--- config.mk ---
export PLATFORM = sky130hd
export DESIGN_NAME = dmem_ctrl
export DESIGN_NICKNAME = d
export VERILOG_FILES = /design/src/rtl/mem_pkg.sv /design/src/rtl/dmem_ctrl_load_extend.sv /design/src/rtl/dmem_ctrl.sv
export SDC_FILE = /design/constraint.sdc
export NUM_CORES = 1
export LEC_CHECK = 0
export CAP_MARGIN = 20
export CORE_ASPECT_RATIO = 1.5
export CORE_MARGIN = 2
export CORE_UTILIZATION = 59
export CTS_BUF_LIST = sky130_fd_sc_hd__clkbuf_8
export DETAILED_ROUTE_END_ITERATION = 7
export DONT_BUFFER_PORTS = 1
export GPL_TIMING_DRIVEN = 0
export PLACE_DENSITY = 0.74
export SLEW_MARGIN = 20
export SYNTH_ARGS = -nofsm -noshare
export SYNTH_HDL_FRONTEND = slang
export SYNTH_SLANG_ARGS = --single-unit
--- constraint.sdc ---
create_clock -name clk -period 3.4 [get_ports clk]
set_clock_uncertainty 0.05 [all_clocks]
set_input_delay 0.51 -clock clk [delete_from_list [all_inputs] [get_ports clk]]
set_output_delay 0.51 -clock clk [all_outputs]
set_load 0.005 [all_outputs]
--- src/rtl/mem_pkg.sv ---
// Shared types and constants for the data-memory access controller.
//   mem_size_t   : access width as seen on mem_size_m (11 folds onto WORD)
//   dmem_state_t : controller FSM states
//   WORD_BYTES   : bytes per bus word (width of bus_be)
//   decode_size  : maps the raw 2-bit size field onto mem_size_t
package mem_pkg;

    localparam int WORD_BYTES = 4;

    typedef enum logic [1:0] {
        BYTE = 2'b00,
        HALF = 2'b01,
        WORD = 2'b10
    } mem_size_t;

    typedef enum logic [1:0] {
        IDLE = 2'b00,
        REQ  = 2'b01,
        DONE = 2'b10
    } dmem_state_t;

    // The reserved encoding 11 behaves exactly like a word access.
    function automatic mem_size_t decode_size(input logic [1:0] raw);
        mem_size_t s;
        case (raw)
            2'b00:   s = BYTE;
            2'b01:   s = HALF;
            default: s = WORD;
        endcase
        return s;
    endfunction

endpackage

--- src/rtl/dmem_ctrl_load_extend.sv ---
// Load data alignment: picks the addressed lane out of a bus word and
// sign- or zero-extends it to 32 bits.
//   word        in  32  captured bus word
//   offset      in  2   byte offset of the access within the word
//   size        in      access width
//   is_unsigned in  1   1 = zero-extend, 0 = sign-extend
//   result      out 32  extended load value
module load_extend
    import mem_pkg::*;
(
    input  logic [31:0] word,
    input  logic [1:0]  offset,
    input  mem_size_t   size,
    input  logic        is_unsigned,
    output logic [31:0] result
);

    logic [7:0]  byte_lane;
    logic [15:0] half_lane;
    logic        fill;

    always_comb begin
        case (offset)
            2'd0:    byte_lane = word[7:0];
            2'd1:    byte_lane = word[15:8];
            2'd2:    byte_lane = word[23:16];
            default: byte_lane = word[31:24];
        endcase
        // Halves are only ever issued aligned, so offset[1] picks the lane.
        half_lane = offset[1] ? word[31:16] : word[15:0];
        fill      = 1'b0;
        case (size)
            BYTE: begin
                fill   = ~is_unsigned & byte_lane[7];
                result = {{24{fill}}, byte_lane};
            end
            HALF: begin
                fill   = ~is_unsigned & half_lane[15];
                result = {{16{fill}}, half_lane};
            end
            default: result = word;
        endcase
    end

endmodule

--- src/rtl/dmem_ctrl.sv ---
// Data-memory access controller behind the pipeline M stage.
// Accepts one load/store per instruction, runs it over a request/ack bus,
// stalls the pipeline while the bus is busy and returns extended load data.
//   clk, rst               clock; asynchronous active-high reset
//   mem_read_m/_write_m    load / store request (store wins if both)
//   mem_size_m             00 byte, 01 half, 10/11 word
//   mem_unsigned_m         zero-extend loads when set
//   alu_result_m           byte address
//   mem_write_data_m       right-justified store data
//   mem_read_data_m        extended load result, non-zero only in DONE
//   stall_m                freeze fetch through M
//   misalign_m             current request is misaligned (combinational)
//   timeout_m              sticky bus-timeout flag
//   bus_req/we/addr/be/wdata, bus_ack, bus_rdata : memory bus
//   state                  current FSM state, for observation
//
// Bus handshake: bus_req is high for every cycle spent in REQ and the
// request fields (we/addr/be/wdata) are constant while it is high; the
// transfer completes in the first REQ cycle that sees bus_ack high, and
// bus_rdata is only looked at in that cycle. bus_ack is ignored outside REQ.
module dmem_ctrl
    import mem_pkg::*;
#(
    parameter int MAX_WAIT = 255
) (
    input  logic                  clk,
    input  logic                  rst,
    input  logic                  mem_read_m,
    input  logic                  mem_write_m,
    input  logic [1:0]            mem_size_m,
    input  logic                  mem_unsigned_m,
    input  logic [31:0]           alu_result_m,
    input  logic [31:0]           mem_write_data_m,
    output logic [31:0]           mem_read_data_m,
    output logic                  stall_m,
    output logic                  misalign_m,
    output logic                  timeout_m,
    output logic                  bus_req,
    output logic                  bus_we,
    output logic [31:0]           bus_addr,
    output logic [WORD_BYTES-1:0] bus_be,
    output logic [31:0]           bus_wdata,
    input  logic                  bus_ack,
    input  logic [31:0]           bus_rdata,
    output dmem_state_t           state
);

    dmem_state_t           state_q, state_d;
    mem_size_t             req_size, size_q;
    logic                  pending, aligned;
    logic [WORD_BYTES-1:0] lane_be;
    logic [31:0]           lane_wdata;
    logic                  uns_q;
    logic [1:0]            off_q;
    logic [31:0]           rdata_q;
    logic [7:0]            wait_q, wait_inc;
    logic                  timeout_q;
    logic                  issue, ack_take, wait_expired;
    logic [31:0]           ext_data;

    assign state = state_q;

    // Request decode, only meaningful while in IDLE.
    assign pending  = mem_read_m | mem_write_m;
    assign req_size = decode_size(mem_size_m);

    always_comb begin
        aligned    = 1'b1;
        lane_be    = '1;
        lane_wdata = mem_write_data_m;
        case (req_size)
            BYTE: begin
                aligned    = 1'b1;
                lane_be    = 4'b0001 << alu_result_m[1:0];
                lane_wdata = {4{mem_write_data_m[7:0]}};
            end
            HALF: begin
                aligned    = ~alu_result_m[0];
                lane_be    = alu_result_m[1] ? 4'b1100 : 4'b0011;
                lane_wdata = {2{mem_write_data_m[15:0]}};
            end
            default: begin
                aligned    = (alu_result_m[1:0] == 2'b00);
                lane_be    = 4'b1111;
                lane_wdata = mem_write_data_m;
            end
        endcase
    end

    // wait_q counts completed REQ cycles; wait_inc is the count including
    // the current one, so expiry happens on the MAX_WAIT-th REQ cycle.
    assign wait_inc = wait_q + 8'd1;

    always_ff @(posedge clk or posedge rst) begin
        if (rst) state_q <= IDLE;
        else     state_q <= state_d;
    end

    always_comb begin
        state_d      = state_q;
        stall_m      = 1'b0;
        misalign_m   = 1'b0;
        issue        = 1'b0;
        ack_take     = 1'b0;
        wait_expired = 1'b0;
        case (state_q)
            IDLE: begin
                if (pending) begin
                    if (aligned) begin
                        stall_m = 1'b1;
                        issue   = 1'b1;
                        state_d = REQ;
                    end else begin
                        misalign_m = 1'b1;
                    end
                end
            end
            REQ: begin
                stall_m = 1'b1;
                if (bus_ack) begin
                    ack_take = 1'b1;
                    state_d  = DONE;
                end else if (wait_inc == 8'(MAX_WAIT)) begin
                    wait_expired = 1'b1;
                    state_d      = DONE;
                end
            end
            DONE:    state_d = IDLE;
            default: state_d = IDLE;
        endcase
    end

    // Request fields and captured load data.
    always_ff @(posedge clk or posedge rst) begin
        if (rst) begin
            bus_we    <= 1'b0;
            bus_addr  <= '0;
            bus_be    <= '0;
            bus_wdata <= '0;
            size_q    <= BYTE;
            uns_q     <= 1'b0;
            off_q     <= '0;
            rdata_q   <= '0;
        end else begin
            if (issue) begin
                bus_we    <= mem_write_m;
                bus_addr  <= {alu_result_m[31:2], 2'b00};
                bus_be    <= lane_be;
                bus_wdata <= lane_wdata;
                size_q    <= req_size;
                uns_q     <= mem_unsigned_m;
                off_q     <= alu_result_m[1:0];
                // Cleared here so stores and timeouts return zero.
                rdata_q   <= '0;
            end else if (ack_take && !bus_we) begin
                rdata_q <= bus_rdata;
            end else if (wait_expired) begin
                rdata_q <= '0;
            end
        end
    end

    always_ff @(posedge clk or posedge rst) begin
        if (rst) begin
            wait_q    <= '0;
            timeout_q <= 1'b0;
        end else begin
            wait_q <= (state_q == REQ && state_d == REQ) ? wait_inc : 8'd0;
            if (wait_expired) timeout_q <= 1'b1;
        end
    end

    assign timeout_m = timeout_q;
    assign bus_req   = (state_q == REQ);

    load_extend u_load_extend (
        .word        (rdata_q),
        .offset      (off_q),
        .size        (size_q),
        .is_unsigned (uns_q),
        .result      (ext_data)
    );

    assign mem_read_data_m = (state_q == DONE) ? ext_data : 32'd0;

endmodule

# == Word-level counts from Yosys, hierarchy flattened ==
# Cells that the tools add are included.
# word_totals
ff_bits,115
latchBits,0
ram_bits,0
rom_bits,0
inputBits,104
output_inout_bits,107
word_cells,67
memories,0
# op_classes
addsub,1
n_mul,0
div,0
order_cmp,0
eq_ne,9
shift,1
n_mux,30
n_bitwise,5
n_reduce_logical,10
# op_table
operator,count
32-bit 2-to-1 mux,4
32-bit case mux with 2 select lines,2
8-bit case mux with 3 select lines,1
16-bit 2-to-1 mux,1
2-bit by 1-bit equality test with 1-bit output (second input constant),6
2-bit logical NOT,6
1-bit 2-to-1 mux,11
8-bit by 1-bit adder with 8-bit output (second input constant),1
8-bit equality test (second input constant),1
2-bit 2-to-1 mux,4
8-bit 2-to-1 mux,1
2-bit case mux with 2 select lines,2
4-bit case mux with 2 select lines,1
2-bit equality test (second input constant),2
4-bit 2-to-1 mux,1
1-bit case mux with 2 select lines,2
1-bit by 2-bit << shifter with 4-bit output (first input constant),1
3-bit nonzero test,1
1-bit bitwise AND,2
1-bit logical AND,2
1-bit NOT,2
1-bit logical NOT,1
1-bit OR,1

# == Depth between registers and ports, before layout ==
# logic_depth
word_depth,10
depth_mapped,8
mapped_depth_nobuf,7

# == Cells and area by module ==
# From an unflattened synthesis, not the netlist that was laid out.
# hier_totals
hier_cells,514
area_unflattened_um2,5793.1
# by_module_without_submodules
module,n_inst,cells_each,area_each_um2,seq_area_each_um2
dmem_ctrl,1,399,4947.2,2877.8
load_extend,1,115,845.8,0.0

# == Worst setup path before layout ==
# No wires, ideal clock.
# synth_path
path_type,input -> output
from,input port mem_size_m[1]
to,output port stall_m
t_arrival_ps,1781
required_ps,2840
slack_ps,1059
cell_stages,7
path_buffers,3
cell_sequence,nor2_4 nor2_1 or3_1 clkbuf_1 buf_2 buf_2 nand2_1
# synth_between
elab_chain_cells,7
elab_cells_between_ends,9
# synth_rtl
element,line_no,rtl
from (decl),dmem_ctrl.sv:30,"input logic [1:0] mem_size_m,"
2-bit by 1-bit equality test with 1-bit output / 2-bit logical NOT (equally long branches),mem_pkg.sv:25,case (raw)
2-bit case mux with 2 select lines *,mem_pkg.sv:25,
2-bit by 1-bit equality test with 1-bit output / 2-bit logical NOT (equally long branches),dmem_ctrl.sv:71,case (req_size)
1-bit case mux with 2 select lines *,dmem_ctrl.sv:71,
1-bit 2-to-1 mux *,dmem_ctrl.sv:109,if (aligned) begin
1-bit 2-to-1 mux *,dmem_ctrl.sv:108,if (pending) begin
1-bit case mux with 2 select lines *,dmem_ctrl.sv:106,case (state_q)
to (decl),dmem_ctrl.sv:35,"output logic stall_m,"
# Mark *: on every way between the ends. The rest lies on a longest branch, timed or not.

# == Worst setup path in the final report ==
# layout_path
from,register off_q[1]
to,output port mem_read_data_m[30]
# layout_between
elab_chain_cells,5
elab_cells_between_ends,9
# layout_rtl
element,line_no,rtl
from (decl),dmem_ctrl.sv:54,logic [1:0] off_q;
from (signal assigned),dmem_ctrl.sv:152,off_q <= alu_result_m[1:0];
2-bit equality test (tied with other cells),dmem_ctrl_load_extend.sv:23,case (offset)
8-bit case mux with 3 select lines,dmem_ctrl_load_extend.sv:23,
1-bit bitwise AND,dmem_ctrl_load_extend.sv:34,fill = ~is_unsigned & byte_lane[7];
32-bit case mux with 2 select lines *,dmem_ctrl_load_extend.sv:32,case (size)
32-bit 2-to-1 mux *,dmem_ctrl.sv:184,assign mem_read_data_m = (state_q == DONE) ? ext_data : 32'd0;
to (decl),dmem_ctrl.sv:34,"output logic [31:0] mem_read_data_m,"
# Marks and branches as above.

==> impl_metrics.tcl <==
set metrics [dict create \
    final_common_cell "nand2_1" \
    yosysWarnings 0 \
    critical_path_class "reg -> out" \
    drt-initial-drc-count 283 \
    grt_max_degree 35 \
    worstHoldPathType "in -> reg" \
    worstSetupStartpointType "flop" \
    ant_nets 0 \
    postCtsSetupRepairBufs 0 \
    htree_num_levels 4 \
    grt_usage_pct 29.6 \
    critPathMaxFanout 10 \
    grt_antenna_before_repair 0 \
    cp-end-kind "primary output" \
    cp.required_ps 2840 \
    vias 4457 \
    route.detailed.drc 0 \
    initial_core_util_pct 60.0 \
    synth_largest_area_cell "dfrtp_1" \
    top_level_ports 211 \
    place_congestion 0.895 \
    routed_via_density 6.03 \
    rows 43 \
    area_growth_pct 11.9 \
    antennaDiodeCount 0 \
    period_needed_ps 3030 \
    final_cell_mix "nand2_1, dfrtp_1, o21ai_0" \
    power_density_nw_per_um2 819 \
    grt_first_pass_wirelength_um 22400 \
    netlist_area_sq_um 5450 \
    clock_latency_ps 420 \
    synthCells 590 \
    tns_ps 0 \
    place_ws_ps 778 \
    setup_violations 0 \
    cp.arrival_ps 2470 \
    routedWlPerCell_um 19.7 \
    relSlewSlack_pct 55.3 \
    avgSynthCellArea_sq_um 9.24 \
    ys_async_sr_fraction_pct 100 \
    coreArea_sq_um 9090 \
    final_layout_size_suffix_gt1_share_pct 11.2 \
    fmax_mhz 330 \
    p_leak_nw 2.90 \
    hpwlAfterDp_um 10900 \
    regToRegSetupSlack_ps 930 \
    die_area_sq_um 10000 \
    synth_edf_count 0 \
    setup_ws_ps 366 \
    ctsRootBufferMaster "clkbuf_8" \
    ys.flop_type "dfrtp_1" \
    drtPass1Iterations 5 \
    peakVddDrop_v 0.000463 \
    synth_area_leaders "dfrtp_1, nand2_1, a22o_1" \
    slew_viol_final 0 \
    yosysSeqAreaShare_pct 52.8 \
    synth_cell_types 47 \
    hold_slack_ps 139 \
    dieWidth_um 82.5 \
    cts_tree "yes" \
    cts-buffers-inserted 17 \
    io_buffers 0 \
    status "completed" \
    synth_top_area_share_pct 52.8 \
    maxCapViolCount 0 \
    cts_sinks 115 \
    die_y_um 122 \
    tightest_slew_ps 670 \
    grt_setup_unrepaired "false" \
    fin_nets 720 \
    finalHoldViolations 0 \
    cts_max_path_buffers 2 \
    fin_crit_sh_pct 89.2 \
    clk_pin_slew_ps 70 \
    grt_pass1_vias 4468 \
    synth-seq-cells 115 \
    grt_overflow 0 \
    drt-total-wl_um 14500 \
]
## path summary, 6_finish.rpt
check	from	cells after the start	to
hold reg to reg	rdata_q[20]	1	rdata_q[20]
setup / recovery	off_q[1]	7	mem_read_data_m[30]
setup reg to reg	wait_q[0]	7	rdata_q[24]
hold / removal	alu_result_m[25]	2	bus_addr[25]
max in group asynchronous	rst	4	rdata_q[0]
min in group asynchronous	rst	2	wait_q[5]
## where the power goes
| group | total, W | internal [W] | switching, W |
|---|---|---|---|
| Sequential | 0.00231 | 0.00188 | 0.000429 |
| Combinational | 0.00133 | 0.000483 | 0.000850 |
| Clock | 0.00135 | 0.000754 | 0.000598 |
## cell usage after synthesis, types with 2 or more instances
| library cell | instances |
|---|---|
| a221oi_1 | 8 |
| nor4_1 | 2 |
| o221a_2 | 8 |
| o21ai_0 | 40 |
| or2_2 | 2 |
| nand2b_1 | 6 |
| nor2b_1 | 2 |
| ha_1 | 2 |
| buf_4 | 2 |
| o21ai_1 | 3 |
| buf_6 | 3 |
| mux2i_1 | 24 |
| xor2_1 | 2 |
| o21ba_2 | 2 |
| dfrtp_1 | 115 |
| a31oi_1 | 10 |
| clkbuf_1 | 28 |
| nor2_1 | 25 |
| nor3_1 | 2 |
| nand2_1 | 174 |
| nand3_1 | 3 |
| a21oi_1 | 31 |
| a31o_2 | 2 |
| inv_1 | 32 |
| buf_1 | 2 |
| a22o_1 | 32 |
| buf_2 | 7 |
| or3_1 | 2 |
## state kept, by name, summed over array words and instances, names as in the netlist
name       cells
bus_addr      30
bus_be         4
bus_wdata     32
bus_we         1
off_q          2
rdata_q       32
size_q         2
state          2
timeout_m      1
uns_q          1
wait_q         8
## critical path, stage by stage (launching register included)
cell	delay, ps
dfrtp_1	330
clkbuf_1	280
mux2_2	390
nand2_1	90
a21oi_1	70
o21ai_1	470
buf_2	330
a21oi_1	90
## per-layer routing
layer,GRT usage [%],vias up,routed length [um]
met3,11.6,27,1520
met4,11.9,0,379
met1,32.4,2166,5030
met5,0,-,0
li1,-,2041,-
met2,50.5,223,7610
## metrics by stage
| step | util [%] | power, W | area (sq um) | std cells |
|---|---|---|---|---|
| 3_5_place_dp | 62.2 | 0.00363 | 5660 | 706 |
| 4_1_cts | 67.0 | 0.00500 | 6100 | 739 |
| 6_report | 67.1 | 0.00499 | 6100 | 739 |
| 5_1_grt | 67.1 | 0.00530 | 6100 | 739 |
| 3_3_place_gp | 61.6 | 0.00357 | 5600 | 703 |
| 2_1_floorplan | - | 0.00319 | 5460 | 591 |
## layout make-up
class	instances	area (sq um)
sequential	115	2880
clock buffer	18	248
fill	762	2990
tap	112	140
inverter	32	124
clock inverter	14	179
timing repair buffer	4	70.1
multi-input combinational	402	2270
buffer	42	196
## kinds of logic after synthesis
family                     after synthesis  synth area share, %
buffers and inverters                   74                 5.81
other                                    1               0.0688
AOI/OAI and AO/OA                      144                 18.5
DFF                                    115                 52.8
xor gates and xnor gates                 3                0.482
adders and majority gates                2                0.459
muxes                                   26                 5.03
and+or+nand+nor                        225                 16.9
## what timing repair did
| action | 4_1_cts | 5_1_grt |
|---|---|---|
| hold endpoints to repair | 19 | 0 |
| resized for setup | 0 | 0 |
| hold buffers | 1 | 0 |
Note: power is estimated with default switching activity, not from simulation.
